$ cat config.mk
export PLATFORM = sky130hd
export DESIGN_NAME = pc_gen_flat
export DESIGN_NICKNAME = d
export VERILOG_FILES = /design/src/rtl/pc_pkg.sv /design/src/rtl/pc_gen_if.sv /design/src/rtl/pc_target.sv /design/src/rtl/pc_gen.sv /design/src/flat_wrapper.sv
export SDC_FILE = /design/constraint.sdc
export NUM_CORES = 1
export LEC_CHECK = 0
export ABC_AREA = 1
export BUFFER_PORTS_ARGS = -buffer_cell sky130_fd_sc_hd__buf_2
export CAP_MARGIN = 20
export CORE_MARGIN = 2
export CORE_UTILIZATION = 45
export DETAILED_ROUTE_END_ITERATION = 6
export GPL_TIMING_DRIVEN = 0
export PLACE_DENSITY = 0.7
export SYNTH_ARGS = -nofsm -noshare
export SYNTH_HDL_FRONTEND = slang
export SYNTH_SLANG_ARGS = --single-unit
$ cat constraint.sdc
create_clock -name clk -period 2.71 [get_ports clk]
set_input_delay 0.4065 -clock clk [delete_from_list [all_inputs] [get_ports clk]]
set_output_delay 0.4065 -clock clk [all_outputs]
set_load 0.01 [all_outputs]
$ cat src/rtl/pc_pkg.sv
// Shared types and helpers for the program-counter generator.
package pc_pkg;

  typedef enum logic [1:0] {
    BOOT = 2'd0,
    RUN  = 2'd1,
    HALT = 2'd2
  } pc_state_e;

  typedef enum logic [2:0] {
    NONE = 3'd0,
    TRAP = 3'd1,
    JMPR = 3'd2,
    JMP  = 3'd3,
    JMPB = 3'd4
  } redir_e;

  // Mask of the PC low bits that must be zero for a legal fetch target.
  function automatic logic [63:0] align_mask(input int unsigned align);
    return (64'd1 << align) - 64'd1;
  endfunction

endpackage

$ cat src/rtl/pc_gen_if.sv
// Fetch-side handshake between the PC generator and instruction fetch.
interface pc_gen_if #(
  parameter int XLEN = 32
);
  logic [XLEN-1:0] pc;
  logic            pc_valid;
  logic            pc_ready;
  logic            flush;

  modport master (output pc, output pc_valid, output flush, input pc_ready);
  modport slave  (input pc, input pc_valid, input flush, output pc_ready);
endinterface

$ cat src/rtl/pc_target.sv
// Redirect priority encoder, target arithmetic and alignment check.
module pc_target
  import pc_pkg::*;
#(
  parameter int XLEN     = 32,
  parameter int BR_SHIFT = 1,
  parameter int ALIGN    = 2
) (
  input  logic            trap_en_i,
  input  logic            jmpr_en_i,
  input  logic            jmp_en_i,
  input  logic            jmpb_en_i,
  input  logic [XLEN-1:0] offset_i,
  input  logic [XLEN-1:0] br_pc_i,
  input  logic [XLEN-1:0] trap_vec_i,
  output logic [XLEN-1:0] target_o,
  output redir_e          redir_o,
  output logic            misalign_next_o
);

  logic [XLEN-1:0] mask;
  logic [XLEN-1:0] rel_tgt;
  logic [XLEN-1:0] reg_tgt;
  logic [XLEN-1:0] raw_tgt;

  assign mask    = XLEN'(align_mask(ALIGN));
  assign rel_tgt = br_pc_i + (offset_i << BR_SHIFT);
  assign reg_tgt = {offset_i[XLEN-1:1], 1'b0};

  always_comb begin
    redir_o = NONE;
    raw_tgt = trap_vec_i;
    if (trap_en_i) begin
      redir_o = TRAP;
      raw_tgt = trap_vec_i;
    end else if (jmpr_en_i) begin
      redir_o = JMPR;
      raw_tgt = reg_tgt;
    end else if (jmp_en_i) begin
      redir_o = JMP;
      raw_tgt = rel_tgt;
    end else if (jmpb_en_i) begin
      redir_o = JMPB;
      raw_tgt = rel_tgt;
    end
  end

  // The trap vector is trusted; only computed targets can fault.
  assign misalign_next_o = (redir_o != NONE) && (redir_o != TRAP) && (|(raw_tgt & mask));
  assign target_o        = misalign_next_o ? trap_vec_i : raw_tgt;

endmodule

$ cat src/rtl/pc_gen.sv
// Next-PC unit: boot/run/halt FSM, PC register, redirect pulses and fetch counter.
module pc_gen
  import pc_pkg::*;
#(
  parameter int              XLEN      = 32,
  parameter logic [XLEN-1:0] RESET_VEC = 32'h8000_0000,
  parameter int              BR_SHIFT  = 1,
  parameter int              ALIGN     = 2,
  parameter int              CNT_W     = 32
) (
  input  logic             clk,
  input  logic             rst,
  pc_gen_if.master         fetch_if,
  input  logic             jmp_en,
  input  logic             jmpb_en,
  input  logic             jmpr_en,
  input  logic [XLEN-1:0]  offset,
  input  logic [XLEN-1:0]  br_pc,
  input  logic             trap_en,
  input  logic [XLEN-1:0]  trap_vec,
  input  logic             halt_en,
  output logic             misalign,
  output logic             halted,
  output logic [CNT_W-1:0] fetch_cnt
);

  pc_state_e       state_q;
  logic [XLEN-1:0] pc_q;
  logic            pc_valid_q;
  logic            flush_q;
  logic            misalign_q;
  logic            halted_q;
  logic [CNT_W-1:0] cnt_q;

  logic [XLEN-1:0]  pc_seq_d;
  logic [CNT_W-1:0] cnt_d;
  logic [XLEN-1:0]  target;
  redir_e           redir;
  logic             misalign_next;
  logic             fire;

  pc_target #(
    .XLEN     (XLEN),
    .BR_SHIFT (BR_SHIFT),
    .ALIGN    (ALIGN)
  ) u_target (
    .trap_en_i       (trap_en),
    .jmpr_en_i       (jmpr_en),
    .jmp_en_i        (jmp_en),
    .jmpb_en_i       (jmpb_en),
    .offset_i        (offset),
    .br_pc_i         (br_pc),
    .trap_vec_i      (trap_vec),
    .target_o        (target),
    .redir_o         (redir),
    .misalign_next_o (misalign_next)
  );

  assign fire     = pc_valid_q && fetch_if.pc_ready;
  assign pc_seq_d = pc_q + XLEN'(64'd1 << ALIGN);
  assign cnt_d    = cnt_q + CNT_W'(1);

  always_ff @(posedge clk) begin
    if (!rst) begin
      state_q    <= BOOT;
      pc_q       <= RESET_VEC;
      pc_valid_q <= 1'b0;
      flush_q    <= 1'b0;
      misalign_q <= 1'b0;
      halted_q   <= 1'b0;
      cnt_q      <= '0;
    end else begin
      flush_q    <= 1'b0;
      misalign_q <= 1'b0;
      unique case (state_q)
        BOOT: begin
          state_q    <= RUN;
          pc_valid_q <= 1'b1;
        end
        RUN: begin
          // A handshake completes even when the same cycle redirects or halts.
          if (fire) cnt_q <= cnt_d;
          if (halt_en) begin
            state_q    <= HALT;
            pc_valid_q <= 1'b0;
            halted_q   <= 1'b1;
          end else if (redir != NONE) begin
            pc_q       <= target;
            flush_q    <= 1'b1;
            misalign_q <= misalign_next;
          end else if (fire) begin
            pc_q <= pc_seq_d;
          end
        end
        HALT: begin
          state_q <= HALT;
        end
        default: begin
          state_q    <= BOOT;
          pc_valid_q <= 1'b0;
        end
      endcase
    end
  end

  assign fetch_if.pc       = pc_q;
  assign fetch_if.pc_valid = pc_valid_q;
  assign fetch_if.flush    = flush_q;
  assign misalign          = misalign_q;
  assign halted            = halted_q;
  assign fetch_cnt         = cnt_q;

endmodule

$ cat src/flat_wrapper.sv
// flat-port wrapper written by rule: the top's interface ports become plain ports
module pc_gen_flat import pc_pkg::*;
#(
  parameter int              XLEN      = 32,
  parameter logic [XLEN-1:0] RESET_VEC = 32'h8000_0000,
  parameter int              BR_SHIFT  = 1,
  parameter int              ALIGN     = 2,
  parameter int              CNT_W     = 32
)
  (clk, rst, jmp_en, jmpb_en, jmpr_en, offset, br_pc, trap_en, trap_vec, halt_en, misalign, halted, fetch_cnt, fetch_if_pc, fetch_if_pc_valid, fetch_if_flush, fetch_if_pc_ready);
  pc_gen_if #(.XLEN(XLEN)) fetch_if_i ();
  input  logic clk;
  input  logic rst;
  input  logic jmp_en;
  input  logic jmpb_en;
  input  logic jmpr_en;
  input  logic [XLEN-1:0] offset;
  input  logic [XLEN-1:0] br_pc;
  input  logic trap_en;
  input  logic [XLEN-1:0] trap_vec;
  input  logic halt_en;
  output logic misalign;
  output logic halted;
  output logic [CNT_W-1:0] fetch_cnt;
  output wire logic [$bits(fetch_if_i.pc)-1:0] fetch_if_pc;
  output wire logic [$bits(fetch_if_i.pc_valid)-1:0] fetch_if_pc_valid;
  output wire logic [$bits(fetch_if_i.flush)-1:0] fetch_if_flush;
  input wire logic [$bits(fetch_if_i.pc_ready)-1:0] fetch_if_pc_ready;
  assign fetch_if_pc = fetch_if_i.pc;
  assign fetch_if_pc_valid = fetch_if_i.pc_valid;
  assign fetch_if_flush = fetch_if_i.flush;
  assign fetch_if_i.pc_ready = fetch_if_pc_ready;
  pc_gen #(.XLEN(XLEN), .RESET_VEC(RESET_VEC), .BR_SHIFT(BR_SHIFT), .ALIGN(ALIGN), .CNT_W(CNT_W)) u_core (.clk(clk), .rst(rst), .fetch_if(fetch_if_i), .jmp_en(jmp_en), .jmpb_en(jmpb_en), .jmpr_en(jmpr_en), .offset(offset), .br_pc(br_pc), .trap_en(trap_en), .trap_vec(trap_vec), .halt_en(halt_en), .misalign(misalign), .halted(halted), .fetch_cnt(fetch_cnt));
endmodule
==> results of run 1 <==
==> synth_stat cells (6+ instances only) <==
library cell,instances
nand2_1,268
a21oi_1,162
inv_1,130
nor2_1,101
nand3_1,71
dfxtp_1,70
o21ai_0,66
ha_1,35
xor2_1,32
nor3_1,26
clkbuf_1,24
nand4_1,14
inv_2,12
o211ai_1,12
o21ai_1,10
xnor2_1,10
nor2_4,9
nand2_2,7
o21bai_1,7
o21a_1,6
==> cell families after synthesis <==
logic type | count (synthesis)
compound gates | 279
xor+xnor | 42
fa+ha+maj | 36
buf+inv | 178
flops | 70
simple gates | 518
==> power by group <==
part           switching [mW]  leakage [nW]  internal (mW)
registers               0.157         0.568           1.16
clock network           0.466         0.149          0.742
logic                   0.932          3.21          0.535
==> per-stage QoR <==
step                      hold slack, ns  setup slack, ns  instance area, um2  total power, mW  instances
final                              0.364            0.276                8090             3.99       1494
after global routing               0.391           0.0656                8090             4.25       1494
after CTS                          0.359            0.261                8090             3.99       1494
after detailed placement           0.482            0.120                7780             2.78       1478
after global placement             0.469            0.127                7780             2.77       1478
after floorplan                    0.474            0.546                6690             2.26       1123
==> cell type report <==
| class | instances | share of cell area, % |
|---|---|---|
| multi-input cells | 875 | 57.0 |
| flip-flops and latches | 70 | 17.3 |
| repair buffers | 171 | 10.6 |
| inverters | 144 | 6.68 |
| clock buffers | 10 | 2.95 |
| well taps | 184 | 2.85 |
| plain buffers | 34 | 1.75 |
| clock inverters | 6 | 0.851 |
==> sequential cells by signal, summed over array words and instances (netlist names) <==
| register | flops |
|---|---|
| u_core.fetch_if.pc_valid | 1 |
| u_core.misalign | 1 |
| u_core.fetch_if.pc | 32 |
| u_core.fetch_if.flush | 1 |
| u_core.state_q | 2 |
| u_core.halted | 1 |
| u_core.fetch_cnt | 32 |
==> worst max path at each step <==
stage / slack [ns] / from / to / cells past startpoint
after global placement: 0.13 / offset[0] / u_core.fetch_if.pc[25] / 16
after detailed placement: 0.12 / offset[0] / u_core.fetch_if.pc[25] / 17
after floorplan: 0.55 / offset[0] / u_core.fetch_if.pc[31] / 17
after CTS: 0.26 / u_core.state_q[1] / u_core.fetch_if.pc[12] / 10
final: 0.28 / u_core.state_q[1] / u_core.fetch_if.pc[12] / 10
after global routing: 0.07 / u_core.state_q[1] / u_core.fetch_if.pc[12] / 10
==> critical path, delay by kind of cell (launching register included) <==
| family | cells | cell delay [ns] |
|---|---|---|
| buf+inv | 4 | 0.73 |
| compound gates | 3 | 0.59 |
| flops | 1 | 0.31 |
| simple gates | 2 | 0.39 |
| fa+ha+maj | 1 | 0.30 |
==> per-layer routing <==
metal	vias up	GRT usage, %	wire [um]
met5	-	0	0
met4	0	10.6	636
met3	46	3.70	1470
met2	282	45.7	10400
met1	3538	35.4	9680
li1	4087	-	-
==> impl_metrics.csv, run 1 <==
group,metric,value,unit
critical_path,r2r_setup_slack,0.28,ns
routing,viasPerCell,5.32,
critical_path,start_kind,"flip-flop",
logic_synthesis,synth-adder-area-share,6.84,%
critical_path,rr_worst_depth,10,
floorplan,io_pins,172,
routing,first_pass_iters,6,
timing,setup_tns,0,ns
routing,drc_errors,0,
clocking,cts_tree,"done",
logic_synthesis,synthSimpleGateAreaFrac,34.1,%
flow_run,max_cap_violations,0,
cells_and_area,fin_nets,1445,
place,hpwlAfterDp,18.3,mm
critical_path,required,2.94,ns
logic_synthesis,synth_enable_flop_cells,0,
cells_and_area,areaGrowthSynthToFinish,20.8,%
clocking,clockRootBuffer,"clkbuf_16",
logic_synthesis,muxShareOfSynthArea,0,%
critical_path,cp.arrival,2.67,ns
clocking,postCtsSetupRepairBufs,0,
cells_and_area,multi_input_area,4610,um2
timing,fmax,411,MHz
clocking,cts_hold_buf,0,
logic_synthesis,synth-seq-area-share,20.9,%
logic_synthesis,yosysTopAreaCell,"dfxtp_1",
critical_path,reg2reg_from,"u_core.state_q[1]",
cells_and_area,final_common_cell,"nand2_1",
global_routing,grt_pass1_wl,35.3,mm
global_routing,grt_pass1_vias,7312,
timing,worstMarginPinSlew,0.695,ns
logic_synthesis,async_flop_share,0,%
logic_synthesis,ys_types,44,
timing,setup_viol,0,
floorplan,dieHeight,126,um
pwr,ir_worst_vdd,0.000360,V
timing,final_hold_viol_count,0,
global_routing,grt_remaining_overflow,0,
logic_synthesis,netlist.area_leader.share,20.9,%
timing,clock_skew,0.00740,ns
global_routing,grt_max_degree,14,
timing,finalCritPeriodShare,89.8,%
critical_path,crit_slowest_cell,"clkbuf_1",
timing,final.min_clock_period,2.43,ns
routing,wl_per_cell,14.9,um
worst_hold_path,min_to,"u_core.halted",
worst_hold_path,worstHoldStart,"halt_en",
routing,ant_nets,0,
logic_synthesis,synth_fp_nets,1263,
floorplan,num_rows,44,
cells_and_area,drive_above_1_share,18.2,%
logic_synthesis,synth_area_leaders,"dfxtp_1 (21%), nand2_1 (15%), a21oi_1 (12%)",
logic_synthesis,synth_xor_area_share,5.50,%
routing,routed_wl,22.2,mm
logic_synthesis,synth-compound-area-share,22.4,%
clocking,post_cts_resized,0,
worst_hold_path,min_path_type,"input pin to flip-flop",
logic_synthesis,avgSynthCellArea,5.96,um2
place,port_buffers,171,
clocking,cts_made_buffers,9,
critical_path,crit_type,"flip-flop to flip-flop",
clocking,clk_pin_slew,0.06,ns
clocking,cts.htree.levels,3,
cells_and_area,fillers,1573,
critical_path,max_stage_delay,0.38,ns
timing,slew_headroom,53.3,%
cells_and_area,regArea,1400,um2
logic_synthesis,synth_top_family_by_area,"simple AND/OR/NAND/NOR gates",
critical_path,path_cells,"inv_1 -> ha_1 -> inv_1 -> nor2_1 -> o21ai_2 -> inv_2 -> clkbuf_1 -> o21ai_0 -> a21oi_1 -> nor2_1",
pwr,power_density,494,nW/um2
clocking,clockBufferDepth,2,
floorplan,die_w,126,um
routing,first_iter_violations,581,
worst_hold_path,holdPathStages,3,
timing,rsz0062_at_grt,"no",
clocking,clock_sinks,70,
run_status,status,"finished, final reports clean",
timing,maxSlewViolCount,0,
global_routing,grtUsageTotal,27.2,%
place,gp_congestion,1.02,
cells_and_area,fin_util,55.6,%
cells_and_area,diodes,0,
pwr,power.leakage,3.92,nW
logic_synthesis,synth_area,6690,um2
logic_synthesis,synth_cells,1123,
routing,route.vias.total,7953,
critical_path,reg2reg_to,"u_core.fetch_if.pc[12]",
logic_synthesis,ys_seq_elements,70,
critical_path,path_max_fanout,10,
logic_synthesis,yosysWarnings,0,
floorplan,die_area,15900,um2
floorplan,start_util,46.1,%
global_routing,antenna_found_initial,0,
logic_synthesis,synth-main-ff-cell,"dfxtp_1",
clocking,clk_latency,0.34,ns
floorplan,core,14500,um2
cells_and_area,layout_common_cells,"nand2_1 (268), buf_2 (176), a21oi_1 (162)",
critical_path,crit_path_end_kind,"flip-flop",
Power figures use the tool's default switching activity.
==> inputs of run 2 (changes only) <==
--- a/config.mk
+++ b/config.mk
@@ -11,6 +11,5 @@
 export CORE_MARGIN = 2
-export CORE_UTILIZATION = 45
+export CORE_UTILIZATION = 35
 export DETAILED_ROUTE_END_ITERATION = 6
 export GPL_TIMING_DRIVEN = 0
-export PLACE_DENSITY = 0.7
 export SYNTH_ARGS = -nofsm -noshare
--- a/constraint.sdc
+++ b/constraint.sdc
@@ -3,2 +3,2 @@
 set_output_delay 0.4065 -clock clk [all_outputs]
-set_load 0.01 [all_outputs]
+set_load 0.1 [all_outputs]
==> run 2 against run 1 <==
Design area rose by 0.29%. Critical path type unchanged. Setup slack got worse by 0.0079 ns. Largest power group unchanged. Core utilization fell by 12 points. Critical endpoint unchanged.
==> impl_metrics.csv, run 2 (synthesized netlist as in run 1, its figures left out) <==
group,metric,value,unit
routing,ant_nets,0,
routing,drc_errors,0,
pwr,power.leakage,3.90,nW
routing,viasPerCell,5.17,
global_routing,antenna_found_initial,0,
cells_and_area,areaGrowthSynthToFinish,21.2,%
critical_path,crit_type,"flip-flop to flip-flop",
timing,fmax,410,MHz
run_status,status,"finished, final reports clean",
cells_and_area,fillers,2057,
floorplan,start_util,35.8,%
clocking,clk_pin_slew,0.06,ns
clocking,postCtsSetupRepairBufs,0,
critical_path,cp.arrival,2.67,ns
clocking,clk_latency,0.34,ns
flow_run,max_cap_violations,0,
critical_path,start_kind,"flip-flop",
global_routing,grtUsageTotal,23.3,%
floorplan,core,18700,um2
routing,first_pass_iters,5,
pwr,power_density,571,nW/um2
timing,worstMarginPinSlew,0.617,ns
timing,fin_hold_ws,0.356,ns
routing,first_iter_violations,697,
timing,rsz0062_at_grt,"no",
cells_and_area,fin_nets,1445,
routing,route.vias.total,7989,
timing,finalCritPeriodShare,90.1,%
critical_path,path_max_fanout,10,
global_routing,grt_pass1_vias,7136,
place,gp_congestion,0.934,
timing,maxSlewViolCount,0,
global_routing,grt_remaining_overflow,0,
critical_path,crit_path_end_kind,"flip-flop",
place,hpwlAfterDp,19.7,mm
timing,final_hold_viol_count,0,
place,pre_cts_ws,-0.00260,ns
clocking,cts_hold_buf,0,
global_routing,grt_max_degree,13,
critical_path,required,2.94,ns
routing,wl_per_cell,15.5,um
floorplan,num_rows,50,
routing,routed_wl,23.9,mm
floorplan,die_w,142,um
cells_and_area,layout_common_cells,"nand2_1 (268), buf_2 (176), a21oi_1 (162)",
floorplan,dieHeight,142,um
clocking,cts.htree.levels,3,
place,port_buffers,171,
clocking,post_cts_resized,0,
cells_and_area,final_common_cell,"nand2_1",
timing,setup_viol,0,
timing,clock_skew,0.00816,ns
timing,worst_slack,0.268,ns
global_routing,grt_pass1_wl,37.3,mm
clocking,cts_made_buffers,9,
clocking,clock_sinks,70,
floorplan,die_area,20200,um2
pwr,ir_worst_vdd,0.000457,V
timing,slew_headroom,58.9,%
cells_and_area,fin_util,43.4,%
worst_hold_path,min_path_type,"input pin to flip-flop",
clocking,cts_tree,"done",
floorplan,io_pins,172,
cells_and_area,drive_above_1_share,18.3,%
clocking,clockRootBuffer,"clkbuf_16",
timing,final.min_clock_period,2.44,ns
clocking,clockBufferDepth,2,
[run 2: report_power, final]
part | internal, mW | switching, mW
sequential | 1.16 | 0.156
clock | 0.610 | 0.454
combinational | 0.535 | 1.71
total | 2.31 | 2.32
[run 2: path summary, 6_finish.rpt]
kind	start	endpoint	slack (ns)	depth (start not counted)
min reg2reg	u_core.halted	u_core.halted	0.48	2
max reg2reg	u_core.state_q[1]	u_core.fetch_if.pc[12]	0.27	10
max	u_core.state_q[1]	u_core.fetch_if.pc[12]	0.27	10
min	halt_en	u_core.halted	0.36	3
[run 2: critical path, stage by stage (launching register included)]
cell and delay, ns:
dfxtp_1 0.31, inv_1 0.10, ha_1 0.27, inv_1 0.08, nor2_1 0.35, o21ai_2 0.27
inv_2 0.18, clkbuf_1 0.41, o21ai_0 0.19, a21oi_1 0.15, nor2_1 0.05
[run 2: area by class of cell]
class                      instances  area (um2)  share of cell area, %
multi-input combinational        875        4610                   56.8
sequential                        70        1400                   17.3
timing repair buffer             171         856                   10.6
inverter                         144         541                   6.66
tap                              234         293                   3.61
clock buffer                       9         225                   2.78
buffer                            34         141                   1.74
clock inverter                     6        40.0                  0.494
antenna                            1        2.50                 0.0308
[run 2: routing by layer]
metal  global-route usage (%)  routed length (um)  vias to the layer above
li1                         -                   -                     4073
met1                     33.5               11400                     3587
met2                     36.5               10200                      303
met3                     3.94                1840                       26
met4                     5.37                 421                        0
met5                        0                   0                        -
[run 2: stage by stage]
stage	total power, mW	area [um2]	TNS, ns	std cells
CTS	4.64	8110	0	1543
detailed placement	3.57	7840	-0.00260	1528
global route	4.90	8110	0	1543
global placement	3.56	7840	0	1528
floorplan	3.02	6700	0	1123
finish	4.63	8110	0	1544
==> inputs of run 3 (changes only) <==
CORE_UTILIZATION = 32   (was 35)
==> run 3 against run 2 <==
Register-to-register slack improved by 0.04 ns. Clock skew hardly changed. Non-clock buffer count stayed put. Design area increased by 1.1%. Hold slack got worse by 0.0034 ns. Count of clock-buffer cells in the layout is 1 higher. Flip-flop and latch count did not move. Highest routed layer unchanged.
==> impl_metrics.csv, run 3 (synthesized netlist as in run 1, its figures left out) <==
group,metric,value,unit
run_status,status,"finished, final reports clean",
cells_and_area,diodes,0,
floorplan,start_util,32.9,%
global_routing,grt_max_degree,14,
flow_run,max_cap_violations,0,
routing,first_pass_iters,6,
timing,setup_tns,0,ns
cells_and_area,regArea,1400,um2
clocking,clock_sinks,70,
timing,final.min_clock_period,2.40,ns
clocking,clk_latency,0.33,ns
routing,first_iter_violations,569,
place,port_buffers,171,
timing,clock_skew,0.00789,ns
clocking,clk_pin_slew,0.06,ns
floorplan,dieHeight,149,um
place,placed_cells,1564,
pwr,ir_worst_vdd,0.000385,V
timing,fin_hold_ws,0.352,ns
cells_and_area,finalNonFillerCells,1580,
routing,drc_errors,0,
cells_and_area,fin_nets,1445,
critical_path,reg2reg_to,"u_core.fetch_if.pc[12]",
global_routing,antenna_found_initial,0,
critical_path,required,2.94,ns
clocking,post_cts_resized,0,
clocking,postCtsSetupRepairBufs,0,
clocking,cts_hold_buf,0,
pwr,power.leakage,3.92,nW
clocking,cts_tree,"done",
clocking,clockBufferDepth,2,
global_routing,grt_pass1_vias,7231,
worst_hold_path,min_path_type,"input pin to flip-flop",
place,postPlaceCellArea,7890,um2
place,hpwlAfterDp,20.1,mm
place,pre_cts_ws,0.0195,ns
cells_and_area,fin_util,40.3,%
floorplan,core,20400,um2
critical_path,cp.arrival,2.63,ns
timing,setup_viol,0,
floorplan,io_pins,172,
clocking,cts.htree.levels,3,
timing,worstMarginPinSlew,0.621,ns
pwr,power_density,584,nW/um2
timing,slew_headroom,58.6,%
critical_path,r2r_setup_slack,0.31,ns
cells_and_area,fillers,2281,
critical_path,critPathLaunch,"u_core.state_q[1]",
timing,finalCritPeriodShare,88.5,%
critical_path,rr_worst_depth,10,
global_routing,grtUsageTotal,21.6,%
critical_path,start_kind,"flip-flop",
cells_and_area,multi_input_area,4610,um2
floorplan,die_w,149,um
timing,worst_slack,0.312,ns
pwr,p_total,4.79,mW
timing,maxSlewViolCount,0,
critical_path,path_max_fanout,10,
critical_path,crit_path_end_kind,"flip-flop",
cells_and_area,layout_common_cells,"nand2_1 (268), buf_2 (176), a21oi_1 (162)",
global_routing,grt_remaining_overflow,0,
global_routing,grt_pass1_wl,38.0,mm
critical_path,reg2reg_from,"u_core.state_q[1]",
worst_hold_path,worstHoldStart,"halt_en",
routing,viasPerCell,5.03,
routing,route.vias.total,7947,
routing,routed_wl,24.0,mm
timing,final_hold_viol_count,0,
place,gp_congestion,0.943,
clocking,cts_made_buffers,9,
cells_and_area,fin_area,8200,um2
routing,ant_nets,0,
critical_path,crit_type,"flip-flop to flip-flop",
critical_path,critical_path.endpoint,"u_core.fetch_if.pc[12]",
clocking,clockRootBuffer,"clkbuf_16",
cells_and_area,drive_above_1_share,18.4,%
cells_and_area,final_common_cell,"nand2_1",
timing,fmax,417,MHz
routing,wl_per_cell,15.2,um
floorplan,die_area,22100,um2
cells_and_area,areaGrowthSynthToFinish,22.5,%
floorplan,num_rows,52,
timing,rsz0062_at_grt,"no",
## run 3: worst max-delay path, cell delays in order, from the launching register on
cell      delay, ns
dfxtp_1        0.31
inv_1          0.09
ha_1           0.25
inv_1          0.08
nor2_1         0.34
o21ai_2        0.26
inv_2          0.17
clkbuf_1       0.41
o21ai_0        0.19
a21oi_1        0.15
nor2_1         0.05
## run 3: cell type report
class                      count  area share [%]
timing repair buffer         171            10.4
clock buffer                  10            2.91
tap                          270            4.12
sequential                    70            17.1
inverter                     144            6.59
buffer                        34            1.72
clock inverter                 6           0.854
multi-input combinational    875            56.3
## run 3: worst min-delay path by stage
stage	end	cells past startpoint	slack, ns
after floorplan	u_core.state_q[1]	2	0.47
after CTS	u_core.halted	3	0.34
after detailed placement	u_core.halted	2	0.46
after global routing	u_core.halted	3	0.40
final	u_core.halted	3	0.35
after global placement	u_core.fetch_cnt[2]	1	0.47
## run 3: where the power goes
group	switching, mW	internal [mW]	total, mW
Sequential	0.152	1.16	1.31
Clock	0.482	0.743	1.22
Combinational	1.71	0.536	2.25
Total	2.35	2.44	4.79
## run 3: layer usage
metal,wire [um],track usage (%)
met1,11600,30.8
met2,10500,34.7
met3,1420,2.73
met4,498,5.33
met5,0,0
